==> src/rtl/spi_responder.sv <==
// SPI responder: synchronizes SCLK/CS_n/MOSI into aclk and moves DATA_WIDTH-bit words in all CPOL/CPHA modes.
// Optional macro SPI_RESPONDER_LSB_FIRST_EN switches both RX and TX to LSB-first bit order.
`timescale 1ns/1ps
module spi_responder #(
  parameter int unsigned DATA_WIDTH  = 24,
  parameter int unsigned SYNC_STAGES = 2
) (
  input  logic                  aclk,
  input  logic                  aresetn,
  input  logic                  cpol,
  input  logic                  cpha,
  input  logic                  spi_sclk,
  input  logic                  spi_cs_n,
  input  logic                  spi_mosi,
  output logic                  spi_miso,
  output logic                  spi_miso_oe,
  input  logic [DATA_WIDTH-1:0] tx_data,
  input  logic                  tx_valid,
  output logic                  tx_ready,
  output logic [DATA_WIDTH-1:0] rx_data,
  output logic                  rx_valid,
  input  logic                  rx_ready,
  output logic                  overrun,
  output logic                  busy
);

  localparam int unsigned CNT_W = $clog2(DATA_WIDTH);
  localparam logic [CNT_W-1:0] LAST_BIT = CNT_W'(DATA_WIDTH - 1);

  typedef enum logic {IDLE, ACTIVE} state_t;

  state_t                 state;
  logic                   mode_cpol;
  logic                   mode_cpha;
  logic [CNT_W-1:0]       bit_cnt;
  logic [DATA_WIDTH-1:0]  rx_shift;
  logic [DATA_WIDTH-1:0]  tx_shift;

  logic [SYNC_STAGES-1:0] sclk_sync;
  logic [SYNC_STAGES-1:0] cs_sync;
  logic [SYNC_STAGES-1:0] mosi_sync;
  logic                   sclk_d;
  logic                   cs_d;

  logic                   sclk_s;
  logic                   cs_s;
  logic                   mosi_s;
  logic                   sclk_rise;
  logic                   sclk_fall;
  logic                   cs_fall;
  logic                   cs_rise;
  logic                   lead_edge;
  logic                   trail_edge;
  logic                   sample_edge;
  logic                   shift_edge;
  logic [DATA_WIDTH-1:0]  tx_word;
  logic [DATA_WIDTH-1:0]  rx_next;
  logic [DATA_WIDTH-1:0]  tx_rest;
  logic [DATA_WIDTH-1:0]  word_rest;
  logic                   tx_head;
  logic                   word_head;

  // CS synchronizer resets to the inactive level so reset release never looks like a CS fall.
  always_ff @(posedge aclk or negedge aresetn) begin
    if (!aresetn) begin
      sclk_sync <= '0;
      cs_sync   <= '1;
      mosi_sync <= '0;
      sclk_d    <= 1'b0;
      cs_d      <= 1'b1;
    end else begin
      sclk_sync <= {sclk_sync[SYNC_STAGES-2:0], spi_sclk};
      cs_sync   <= {cs_sync[SYNC_STAGES-2:0], spi_cs_n};
      mosi_sync <= {mosi_sync[SYNC_STAGES-2:0], spi_mosi};
      sclk_d    <= sclk_sync[SYNC_STAGES-1];
      cs_d      <= cs_sync[SYNC_STAGES-1];
    end
  end

  assign sclk_s    = sclk_sync[SYNC_STAGES-1];
  assign cs_s      = cs_sync[SYNC_STAGES-1];
  assign mosi_s    = mosi_sync[SYNC_STAGES-1];
  assign sclk_rise = sclk_s & ~sclk_d;
  assign sclk_fall = ~sclk_s & sclk_d;
  assign cs_fall   = ~cs_s & cs_d;
  assign cs_rise   = cs_s & ~cs_d;

  assign lead_edge   = mode_cpol ? sclk_fall : sclk_rise;
  assign trail_edge  = mode_cpol ? sclk_rise : sclk_fall;
  assign sample_edge = mode_cpha ? trail_edge : lead_edge;
  assign shift_edge  = mode_cpha ? lead_edge : trail_edge;

  assign tx_word = tx_valid ? tx_data : '0;

`ifdef SPI_RESPONDER_LSB_FIRST_EN
  assign rx_next   = {mosi_s, rx_shift[DATA_WIDTH-1:1]};
  assign tx_head   = tx_shift[0];
  assign tx_rest   = {1'b0, tx_shift[DATA_WIDTH-1:1]};
  assign word_head = tx_word[0];
  assign word_rest = {1'b0, tx_word[DATA_WIDTH-1:1]};
`else
  assign rx_next   = {rx_shift[DATA_WIDTH-2:0], mosi_s};
  assign tx_head   = tx_shift[DATA_WIDTH-1];
  assign tx_rest   = {tx_shift[DATA_WIDTH-2:0], 1'b0};
  assign word_head = tx_word[DATA_WIDTH-1];
  assign word_rest = {tx_word[DATA_WIDTH-2:0], 1'b0};
`endif

  // Transaction FSM; CS events take priority over any SCLK edge seen in the same cycle.
  always_ff @(posedge aclk or negedge aresetn) begin
    if (!aresetn) begin
      state       <= IDLE;
      mode_cpol   <= 1'b0;
      mode_cpha   <= 1'b0;
      bit_cnt     <= '0;
      rx_shift    <= '0;
      tx_shift    <= '0;
      spi_miso    <= 1'b0;
      spi_miso_oe <= 1'b0;
      tx_ready    <= 1'b0;
      rx_data     <= '0;
      rx_valid    <= 1'b0;
      overrun     <= 1'b0;
      busy        <= 1'b0;
    end else begin
      tx_ready <= 1'b0;
      if (rx_valid && rx_ready) begin
        rx_valid <= 1'b0;
      end
      case (state)
        IDLE: begin
          if (cs_fall) begin
            state       <= ACTIVE;
            mode_cpol   <= cpol;
            mode_cpha   <= cpha;
            bit_cnt     <= '0;
            busy        <= 1'b1;
            spi_miso_oe <= 1'b1;
            tx_ready    <= tx_valid;
            // cpha=0 presents the first bit immediately; cpha=1 waits for the first leading edge.
            if (cpha) begin
              spi_miso <= 1'b0;
              tx_shift <= tx_word;
            end else begin
              spi_miso <= word_head;
              tx_shift <= word_rest;
            end
          end
        end
        ACTIVE: begin
          if (cs_rise) begin
            state       <= IDLE;
            busy        <= 1'b0;
            spi_miso_oe <= 1'b0;
            spi_miso    <= 1'b0;
            bit_cnt     <= '0;
          end else begin
            if (sample_edge) begin
              rx_shift <= rx_next;
              if (bit_cnt == LAST_BIT) begin
                bit_cnt  <= '0;
                rx_data  <= rx_next;
                rx_valid <= 1'b1;
                if (rx_valid && !rx_ready) begin
                  overrun <= 1'b1;
                end
                tx_shift <= tx_word;
                tx_ready <= tx_valid;
              end else begin
                bit_cnt <= bit_cnt + CNT_W'(1);
              end
            end
            if (shift_edge) begin
              spi_miso <= tx_head;
              tx_shift <= tx_rest;
            end
          end
        end
        default: state <= IDLE;
      endcase
    end
  end

endmodule

==> config.mk <==
export PLATFORM = sky130hd
export DESIGN_NAME = spi_responder
export DESIGN_NICKNAME = d
export VERILOG_FILES = /design/src/rtl/spi_responder.sv
export SDC_FILE = /design/constraint.sdc
export NUM_CORES = 1
export LEC_CHECK = 0
export CORE_ASPECT_RATIO = 0.75
export CORE_MARGIN = 8
export CORE_UTILIZATION = 30
export CTS_CLUSTER_DIAMETER = 30
export DETAILED_ROUTE_END_ITERATION = 8
export DONT_BUFFER_PORTS = 1
export PLACE_DENSITY = 0.55
export SLEW_MARGIN = 25
export SYNTH_ARGS = -nofsm -noshare
export SYNTH_HDL_FRONTEND = slang
export SYNTH_SLANG_ARGS = --single-unit
==> constraint.sdc <==
create_clock -name aclk -period 4.9 [get_ports aclk]
set_clock_uncertainty 0.1 [all_clocks]
set_input_delay 0.735 -clock aclk [delete_from_list [all_inputs] [get_ports aclk]]
set_output_delay 0.735 -clock aclk [all_outputs]
set_load 0.005 [all_outputs]
**Yosys cells after proc, flatten, opt, wreduce, memory -nomap -nowiden**

Index checks and enable logic that the tools add are counted.

- Bits of input ports: 33
- Logic and storage cells: 85
- Flip-flop bits (word level): 92
- Output and inout bits: 30

- Reductions and logical operators: 11
- Add/sub/neg operators: 1
- Equality and inequality tests: 8
- Muxes and demuxes: 38
- Bitwise logic cells: 10

Operator list:

| operator | number |
|---|---|
| $mux W24 | 7 |
| $pmux W24 S2 | 1 |
| $mux W1 | 21 |
| $mux W5 | 4 |
| $ne A3 B1 Y1 const B | 4 |
| $pmux W5 S2 | 1 |
| $pmux W1 S2 | 4 |
| $reduce_and A2 Y1 | 4 |
| $reduce_and A4 Y1 | 2 |
| $not A1 Y1 | 6 |
| $add A5 B1 Y5 const B | 1 |
| $eq A5 B5 Y1 const B | 1 |
| $reduce_and A5 Y1 | 1 |
| $and A1 B1 Y1 | 4 |
| $ne A2 B2 Y1 const B | 2 |
| $reduce_and A3 Y1 | 1 |
| $logic_and A1 B1 Y1 | 2 |
| $ne A2 B1 Y1 const B | 1 |
| $logic_not A1 Y1 | 1 |

**Logic depth before layout (Yosys ltp)**

Gate-level depths: netlist (run 1).

- Depth after elaboration: 8
- Mapped depth: 7
- Mapped depth without buffers: 5

**Least setup slack after synthesis (run 1)**

Ideal clock, no wire load.

- Path kind: register -> register
- From: reg cs_sync[1]
- To: reg rx_data[0]
- Path slack: 2.867 ns
- Buffers on the path: 1
- Cell stages (with the launch flop): 6
- Data required time: 4.675 ns
- Arrival time: 1.808 ns
- Cells stage by stage: dfstp_2 -> inv_1 -> o21ai_0 -> nor3_4 -> buf_12 -> mux2_4

- Longest elaborated chain between the ends: 3

Ends and longest elaborated chain:

| what | RTL line | source |
|---|---|---|
| from (decl) | 40 | `logic [SYNC_STAGES-1:0] cs_sync;` |
| from (signal assigned) | 73 | `cs_sync <= {cs_sync[SYNC_STAGES-2:0], spi_cs_n};` |
| $and A1 B1 Y1 | 86 | `assign cs_rise = cs_s & ~cs_d;` |
| $not A1 Y1 (no line) | n/a |  |
| $reduce_and A4 Y1 (no line) | n/a |  |
| to (signal assigned) | 162 | `rx_data <= rx_next;` |
| to (decl) | 20 | `output logic [DATA_WIDTH-1:0] rx_data,` |

Every way passes these cells.
A chain may end at the register's enable or synchronous reset.

**Worst setup path in the final report (run 1)**

- From: reg bit_cnt[0]
- To: reg tx_shift[0]

- Longest elaborated chain between the ends: 3

Ends and longest elaborated chain:

| what | RTL line | source |
|---|---|---|
| from (decl) | 35 | `logic [CNT_W-1:0] bit_cnt;` |
| from (signal assigned) | 170 | `bit_cnt <= bit_cnt + CNT_W'(1);` |
| $eq A5 B5 Y1 | 160 | `if (bit_cnt == LAST_BIT) begin` |
| $ne A3 B1 Y1 (no line) | n/a |  |
| $reduce_and A4 Y1 (no line) | n/a |  |
| to (signal assigned) | 146 | `tx_shift <= word_rest;` |
| to (signal assigned) | 167 | `tx_shift <= tx_word;` |
| to (signal assigned) | 175 | `tx_shift <= tx_rest;` |
| to (decl) | 37 | `logic [DATA_WIDTH-1:0] tx_shift;` |

Every way passes these cells.

==> run_results.csv, run 1 <==
group,metric,value,unit
power,seq_power_share,49.5,%
logic_synthesis,yosys_warnings,0,
detailed_routing,drt_iter0_drc,299,
clocking,cts_made_buffers,9,
timing,setup_viol,0,
worst_setup_path,r2r_end,"tx_shift[0]",
power,sw_frac_of_total,29.9,%
timing,period_needed,3180,ps
cells_and_area,n_fill_cell,1314,
power,p_per_area,449,nW/um2
cells_and_area,layout_commonest_cell,"dfrtp_1",
timing,grt_setup_unrepaired,"false",
worst_setup_path,r2r_slack,1720,ps
timing,post-route-period-util,64.8,%
cells_and_area,drive_gt1_share,27.1,%
worst_setup_path,worstSetupEndpoint,"tx_shift[0]",
clocking,path_clk_slew,70,ps
timing,final_max_slew_viol_count,0,
timing,tightest_slew,1010,ps
floorplanning,rows,37,
global_routing,grt_pass1_wl,15200,um
global_routing,grt_util_all_layers,10.5,%
worst_setup_path,reg2reg_depth,5,
min_path,hold_path.class,"primary input to async pin",
floorplanning,ios,63,
cells_and_area,fin_area,4590,um2
worst_setup_path,worstPathRequired,5030,ps
clocking,cts_tree,"yes",
timing,maxSlewHeadroom,32.3,%
power,peakVddDrop,0.000148,V
logic_synthesis,synthArstFlopShare,100,%
floorplanning,start_util,30.6,%
clocking,post_cts_resized,0,
floorplanning,chipWidth,152,um
place,dp_hpwl,5830,um
global_routing,grt_antenna_before_repair,1,
clocking,h-tree-depth,3,
global_routing,grt-ovfl-total,0,
worst_setup_path,startpoint_type,"flop",
clocking,ctsHoldBuffers,1,
cells_and_area,syn2layout_area_growth,9.63,%
cells_and_area,nNetsFinal,346,
cells_and_area,layout_common_cells,"dfrtp_1, mux2_2, a21oi_1",
clocking,postCtsSetupBuffers,0,
floorplanning,core_area,13700,um2
logic_synthesis,syn_area_per_cell,12.9,um2
flow_run,maxCapViolCount,0,
clocking,cts-root-buf,"clkbuf_16",
logic_synthesis,synth.distinct_cells,48,
worst_setup_path,rr_startpoint,"bit_cnt[0]",
outcome,status,"completed",
detailed_routing,vias,2712,
logic_synthesis,ys.flop_type,"dfrtp_1",
detailed_routing,dr.pass1.iters,5,
worst_setup_path,cpPeakStageDelay,830,ps
detailed_routing,detail-route-antenna-nets,0,
logic_synthesis,synth_edf_count,0,
power,clkPwrFrac,32.2,%
power,p_int,1440,uW
power,p_switching,615,uW
worst_setup_path,crit_start,"bit_cnt[0]",
place,globalplace.congestion,0.784,
detailed_routing,via_per_inst,5.50,
logic_synthesis,syn-num-nets,358,
timing,hold_violations,0,
worst_setup_path,cp_data_arrival_time,3310,ps
floorplanning,die-area,18000,um2
clocking,insertion_delay,340,ps
logic_synthesis,synthCells,324,
timing,fin_setup_tns,0,ps
worst_setup_path,cp-end-kind,"flop",
clocking,clockBufferDepth,2,
global_routing,grt_pass1_vias,2684,
floorplanning,die_h,118,um
worst_setup_path,critical_path_class,"flop to flop",
place,dpl-instance-area,4270,um2
power,leakagePower,0.00195,uW
detailed_routing,drc,0,
worst_setup_path,cp_max_fo,24,
detailed_routing,wirelength,9230,um
timing,fmaxAchievable,315,MHz
clocking,clock-sinks,92,
logic_synthesis,synth_seq_area_share,55.1,%
worst_setup_path,slowest_stage,"and2_1",
power,comb_power_share,18.2,%
global_routing,grt_max_degree,90,
logic_synthesis,synth.ff_latch_count,92,
place,numPortBuffers,0,
logic_synthesis,mappedNetlistArea,4180,um2
detailed_routing,route.detailed.wl_per_inst,18.7,um
worst_setup_path,path_cells,"ha_1 -> nand4b_1 -> nand3_1 -> and2_1 -> mux2_2",
-- logic make-up after synthesis --
family / synth area share (%)
compound gates: 14.5
xor+xnor: 1.50
fa+ha+maj: 0.299
buf+inv: 4.22
flops: 55.1
mux: 16.5
simple gates: 7.78
-- stage by stage --
stage	utilization [%]	hold WS [ps]	total power, uW	instances	worst slack [ps]
5_1_grt	33.6	115	2180	493	1530
6_report	33.6	137	2060	493	1720
3_5_place_dp	31.3	235	1390	475	1790
4_1_cts	33.6	115	2080	492	1780
3_3_place_gp	31.3	234	1370	475	1900
2_1_floorplan	-	231	1310	324	2870
-- worst max-delay path, delay by kind of cell (launching register included) --
kind / cells / cell delay (ps)
simple gates: 3 / 1900
fa+ha+maj: 1 / 240
mux: 1 / 410
flops: 1 / 410
-- area by class of cell --
class                      instances  area (um2)  area share (%)
sequential                        92        2310            50.3
multi-input combinational        200        1700            37.1
clock buffer                      10         239            5.21
tap                              175         219            4.77
timing repair buffer               4        50.0            1.09
clock inverter                     6        47.5            1.04
inverter                           5        18.8           0.409
antenna                            1        2.50          0.0546
-- routing by layer --
metal	track usage (%)	share of wire, %
met5	0	0
met4	4.92	1.8
met3	3.71	7.3
met2	15.4	45
met1	13.5	46
-- synthesized netlist by cell type, types with 2 or more instances --
cell type   n  area share [%]
a21oi_1    27             3.2
a22o_1      2            0.42
a21o_2      2            0.42
inv_1       5            0.45
mux2_4     17             6.1
nand3_1     5            0.60
o21ai_0     4            0.48
nor2b_1     3            0.45
nand2_1     5            0.45
buf_6       2            0.54
a32oi_1    23             4.8
dfstp_2     3             1.9
buf_2       7            0.84
nand4_1    23             3.4
clkbuf_1   14             1.3
a31oi_1    23             3.4
dfrtp_1    89              53
or4_2       2            0.42
and3b_1     2            0.42
mux2i_1     2            0.48
o211ai_1    3            0.54
mux2_2     34             9.2
nor2_1      2            0.18
-- power by group through the flow --
stage          combinational, uW  clock, uW  sequential, uW
3_5_place_dp                 358          0            1030
3_3_place_gp                 348          0            1020
2_1_floorplan                320          0             994
4_1_cts                      376        689            1020
6_report                     375        664            1020
5_1_grt                      419        721            1040
-- worst min path at each step --
stage                  from      endpoint  slack, ps  depth (start not counted)
2_1_floorplan  mosi_sync[0]  mosi_sync[1]        230                          0
3_3_place_gp   sclk_sync[0]  sclk_sync[1]        230                          0
3_5_place_dp   sclk_sync[0]  sclk_sync[1]        230                          0
4_1_cts             aresetn          cs_d        110                          0
5_1_grt             aresetn          cs_d        110                          0
6_report            aresetn          cs_d        140                          0
-- sequential cells by signal, summed over array words and instances, names as in the netlist --
name	cells
tx_ready	1
cs_sync	2
cs_d	1
rx_valid	1
mode_cpha	1
rx_data	24
sclk_d	1
overrun	1
bit_cnt	5
state	1
mode_cpol	1
spi_miso	1
tx_shift	24
rx_shift	23
busy	1
sclk_sync	2
mosi_sync	2
Power figures use the tool's default switching activity.
==> run 2, diff against run 1 <==
--- a/config.mk
+++ b/config.mk
@@ -11,7 +11,7 @@
 export CTS_CLUSTER_DIAMETER = 30
 export DETAILED_ROUTE_END_ITERATION = 8
 export DONT_BUFFER_PORTS = 1
-export PLACE_DENSITY = 0.55
+export PLACE_DENSITY = 0.56
 export SLEW_MARGIN = 25
 export SYNTH_ARGS = -nofsm -noshare
 export SYNTH_HDL_FRONTEND = slang
==> constraint.sdc (replaced) <==
create_clock -name aclk -period 2.55 [get_ports aclk]
set_clock_uncertainty 0.1 [all_clocks]
set_input_delay 0.3825 -clock aclk [delete_from_list [all_inputs] [get_ports aclk]]
set_output_delay 0.3825 -clock aclk [all_outputs]
set_load 0.005 [all_outputs]
==> run_results.csv, run 2 (synthesis results as in run 1) <==
group,metric,value,unit
clocking,ctsHoldBuffers,3,
worst_setup_path,cp-end-kind,"flop",
detailed_routing,drt_iter0_drc,352,
floorplanning,chipWidth,152,um
floorplanning,ios,63,
worst_setup_path,startpoint_type,"flop",
clocking,post_cts_resized,0,
place,dp.cells,479,
clocking,path_clk_slew,60,ps
floorplanning,die_h,118,um
timing,maxSlewHeadroom,47.0,%
clocking,h-tree-depth,3,
worst_setup_path,path_delay_family,"simple AND/OR/NAND/NOR gates",
worst_setup_path,crit_buf_inv,0,
floorplanning,start_util,30.6,%
clocking,insertion_delay,340,ps
min_path,hold_path.class,"primary input to async pin",
cells_and_area,layout_common_cells,"dfrtp_1, mux2_2, a21oi_1",
clocking,cts_made_buffers,9,
clocking,clock-sinks,92,
timing,tightest_slew,786,ps
clocking,cts-root-buf,"clkbuf_16",
worst_setup_path,cp_max_fo,25,
floorplanning,rows,37,
global_routing,grt_antenna_before_repair,0,
global_routing,grt-ovfl-total,0,
cells_and_area,layout_commonest_cell,"dfrtp_1",
clocking,cts_tree,"yes",
clocking,clockBufferDepth,2,
cells_and_area,diodes,0,
timing,final_max_slew_viol_count,0,
worst_setup_path,slowest_stage,"nor2_4",
global_routing,grt_util_all_layers,10.5,%
flow_run,maxCapViolCount,0,
timing,period_needed,2190,ps
place,numPortBuffers,0,
worst_setup_path,cp_data_arrival_time,2310,ps
timing,hold_slack,-359,ps
cells_and_area,final_cells,498,
timing,setup_viol,0,
floorplanning,core_area,13700,um2
timing,post-route-period-util,85.9,%
worst_setup_path,path_cells,"o21ai_0 -> nor2_4 -> mux2_2",
detailed_routing,drc,0,
power,peakVddDrop,0.000415,V
cells_and_area,syn2layout_area_growth,10.7,%
power,leakagePower,0.00197,uW
outcome,violations,"hold timing",
timing,fmaxAchievable,457,MHz
detailed_routing,vias,2712,
detailed_routing,detail-route-antenna-nets,0,
cells_and_area,drive_gt1_share,26.6,%
place,globalplace.congestion,0.756,
global_routing,grt_pass1_wl,15300,um
cells_and_area,nNetsFinal,352,
cells_and_area,reg_top3,"rx_data x24, tx_shift x24, rx_shift x23",
detailed_routing,route.detailed.wl_per_inst,18.8,um
global_routing,grt_pass1_vias,2688,
detailed_routing,via_per_inst,5.45,
worst_setup_path,cpPeakStageDelay,640,ps
outcome,status,"complete, but fails checks",
worst_setup_path,worstPathRequired,2670,ps
timing,grt_setup_unrepaired,"false",
timing,hold_violations,92,
cells_and_area,n_fill_cell,1329,
place,dp_hpwl,5980,um
timing,fin_setup_tns,0,ps
worst_setup_path,critical_path_class,"flop to flop",
global_routing,grt_max_degree,93,
detailed_routing,dr.pass1.iters,4,
clocking,postCtsSetupBuffers,0,
detailed_routing,wirelength,9340,um
floorplanning,die-area,18000,um2
power,p_per_area,867,nW/um2
-- run 2: power breakdown --
group / total [uW] / switching [uW] / internal, uW
Sequential: 1950 / 202 / 1750
Clock: 1360 / 545 / 814
Combinational: 706 / 368 / 338
Total: 4020 / 1110 / 2900
-- run 2: per-layer routing --
layer  wire [um]  GRT usage, %  vias up
met4         180          4.36        0
met1        4220          12.9     1372
met5           0             0        -
met3         767          4.66       11
met2        4170          15.8       94
li1            -             -     1235
-- run 2: per-stage QoR --
stage	hold slack, ps	util, %	setup WS [ps]	instance area (um2)	power (uW)
6_report	-359	33.9	359	4630	4020
4_1_cts	-384	33.9	338	4630	4070
2_1_floorplan	-13.1	-	517	4180	2520
3_3_place_gp	-10.0	31.5	436	4300	2640
5_1_grt	-381	33.9	192	4630	4250
3_5_place_dp	-9.83	31.5	357	4300	2670
-- run 2: cell type report --
cell class / count / area, um2 / share of cell area (%)
timing repair buffer: 10 / 82.6 / 1.78
sequential: 92 / 2310 / 49.8
inverter: 5 / 18.8 / 0.405
multi-input combinational: 200 / 1700 / 36.7
tap: 175 / 219 / 4.73
clock inverter: 3 / 45.0 / 0.972
clock buffer: 13 / 260 / 5.62
-- run 2: path summary, 6_finish.rpt --
| kind | cells after the start | start | to | slack [ps] |
|---|---|---|---|---|
| max | 3 | state | rx_shift[6] | 360 |
| min | 0 | aresetn | tx_shift[19] | -360 |
| max reg2reg | 3 | state | rx_shift[6] | 360 |
| min reg2reg | 0 | sclk_sync[0] | sclk_sync[1] | 250 |
| max in group asynchronous | 0 | aresetn | cs_d | 2500 |
| min in group aclk | 1 | tx_valid | tx_ready | 80 |
==> run 3, diff against run 2 <==
--- a/config.mk
+++ b/config.mk
@@ -11,6 +11,7 @@
 export CTS_CLUSTER_DIAMETER = 30
 export DETAILED_ROUTE_END_ITERATION = 8
 export DONT_BUFFER_PORTS = 1
+export GPL_TIMING_DRIVEN = 0
 export PLACE_DENSITY = 0.56
 export SLEW_MARGIN = 25
 export SYNTH_ARGS = -nofsm -noshare
==> run_results.csv, run 3 (synthesis results as in run 1) <==
group,metric,value,unit
outcome,status,"complete, but fails checks",
outcome,violations,"hold timing",
clocking,path_clk_slew,70,ps
cells_and_area,syn2layout_area_growth,13.0,%
worst_setup_path,worstPathRequired,2670,ps
timing,fmaxAchievable,432,MHz
floorplanning,die_h,118,um
global_routing,grt_pass1_wl,16400,um
global_routing,grt_util_all_layers,11.1,%
place,dp_hpwl,6480,um
worst_setup_path,cp_max_fo,10,
timing,grt_setup_unrepaired,"false",
global_routing,use_met2,16.9,%
global_routing,grt_max_degree,93,
power,peakVddDrop,0.000333,V
floorplanning,chipWidth,152,um
worst_setup_path,cpPeakStageDelay,620,ps
worst_setup_path,path_cells,"buf_2 -> o21ai_0 -> nor3_4 -> buf_8 -> mux2_4",
detailed_routing,drt_iter0_drc,269,
global_routing,use_met3,4.00,%
global_routing,grt-ovfl-total,0,
cells_and_area,nNetsFinal,372,
timing,hold_slack,-371,ps
timing,post-route-period-util,90.7,%
power,p_per_area,852,nW/um2
clocking,clock-sinks,92,
place,globalplace.congestion,0.821,
detailed_routing,vias,2862,
timing,period_needed,2310,ps
power,power,4030,uW
detailed_routing,dr.pass1.iters,5,
worst_setup_path,cp-end-kind,"flop",
global_routing,grt_antenna_before_repair,0,
power,leakagePower,0.00202,uW
detailed_routing,wirelength,9630,um
timing,final_max_slew_viol_count,0,
timing,maxSlewHeadroom,44.3,%
min_path,hold_path.class,"primary input to async pin",
cells_and_area,drive_gt1_share,26.8,%
floorplanning,core_area,13700,um2
clocking,cts_tree,"yes",
detailed_routing,detail-route-antenna-nets,0,
clocking,cts-root-buf,"clkbuf_16",
worst_setup_path,cp_data_arrival_time,2430,ps
worst_setup_path,critical_path_class,"flop to flop",
timing,hold_violations,92,
timing,tightest_slew,827,ps
clocking,ctsHoldBuffers,3,
detailed_routing,drc,0,
clocking,h-tree-depth,3,
detailed_routing,via_per_inst,5.53,
timing,setup_viol,0,
floorplanning,die-area,18000,um2
flow_run,maxCapViolCount,0,
global_routing,grt.busiest_layer,"met2",
clocking,insertion_delay,340,ps
worst_setup_path,crit_buf_inv,2,
global_routing,grt_pass1_vias,2958,
cells_and_area,reg_top3,"rx_data x24, tx_shift x24, rx_shift x23",
clocking,post_cts_resized,0,
place,numPortBuffers,0,
cells_and_area,post-route-util,34.6,%
detailed_routing,route.detailed.wl_per_inst,18.6,um
worst_setup_path,path_delay_family,"simple AND/OR/NAND/NOR gates",
clocking,clockBufferDepth,2,
global_routing,grtUsageMet1,14.1,%
floorplanning,start_util,30.6,%
floorplanning,ios,63,
worst_setup_path,startpoint_type,"flop",
timing,fin_setup_tns,0,ps
floorplanning,rows,37,
cells_and_area,diodes,0,
clocking,cts_made_buffers,9,
cells_and_area,layout_common_cells,"dfrtp_1, mux2_2, a21oi_1",
worst_setup_path,slowest_stage,"nor3_4",
cells_and_area,layout_commonest_cell,"dfrtp_1",
[run 3: report_power, final]
part | internal (uW) | switching, uW
clock network | 786 | 543
logic | 356 | 401
registers | 1750 | 196
[run 3: through the flow]
step,area [um2],std cells,setup slack [ps]
finish,4730,518,237
CTS,4730,518,209
floorplan,4180,324,517
global route,4730,518,51.2
detailed placement,4400,499,237
global placement,4400,499,242
[run 3: path summary, 6_finish.rpt]
check                        startpoint           end  slack (ps)  cells past startpoint
setup / recovery                  state   rx_data[13]         240                      5
hold reg to reg            sclk_sync[0]  sclk_sync[1]         250                      0
min in group aclk                  cpol     mode_cpol         100                      1
hold / removal                  aresetn  tx_shift[19]        -370                      0
setup reg to reg                  state   rx_data[13]         240                      5
max in group asynchronous       aresetn    cs_sync[0]        2490                      0
[run 3: repair_timing]
| action | CTS | global route |
|---|---|---|
| setup endpoints to repair | 0 | 0 |
| hold endpoints to repair | 95 | 92 |
| setup buffers | 0 | 0 |
[run 3: metal layers]
metal / up-vias / part of all wire (%)
li1: 1276 / -
met1: 1457 / 45
met2: 105 / 46
met3: 24 / 6.6
met4: 0 / 2.5
met5: - / 0
[run 3: final cells by class]
type / instances / area, um2
fillers: 1313 / 8930
flip-flops and latches: 92 / 2310
multi-input cells: 200 / 1700
clock buffers: 12 / 246
well taps: 175 / 219
plain buffers: 27 / 158
clock inverters: 4 / 48.8
repair buffers: 3 / 30.0
inverters: 5 / 18.8
[run 3: worst register-to-register path, stage by stage, from the launching register on]
cell     delay, ps
dfrtp_1        390
buf_2          210
o21ai_0        320
nor3_4         620
buf_8          240
mux2_4         320
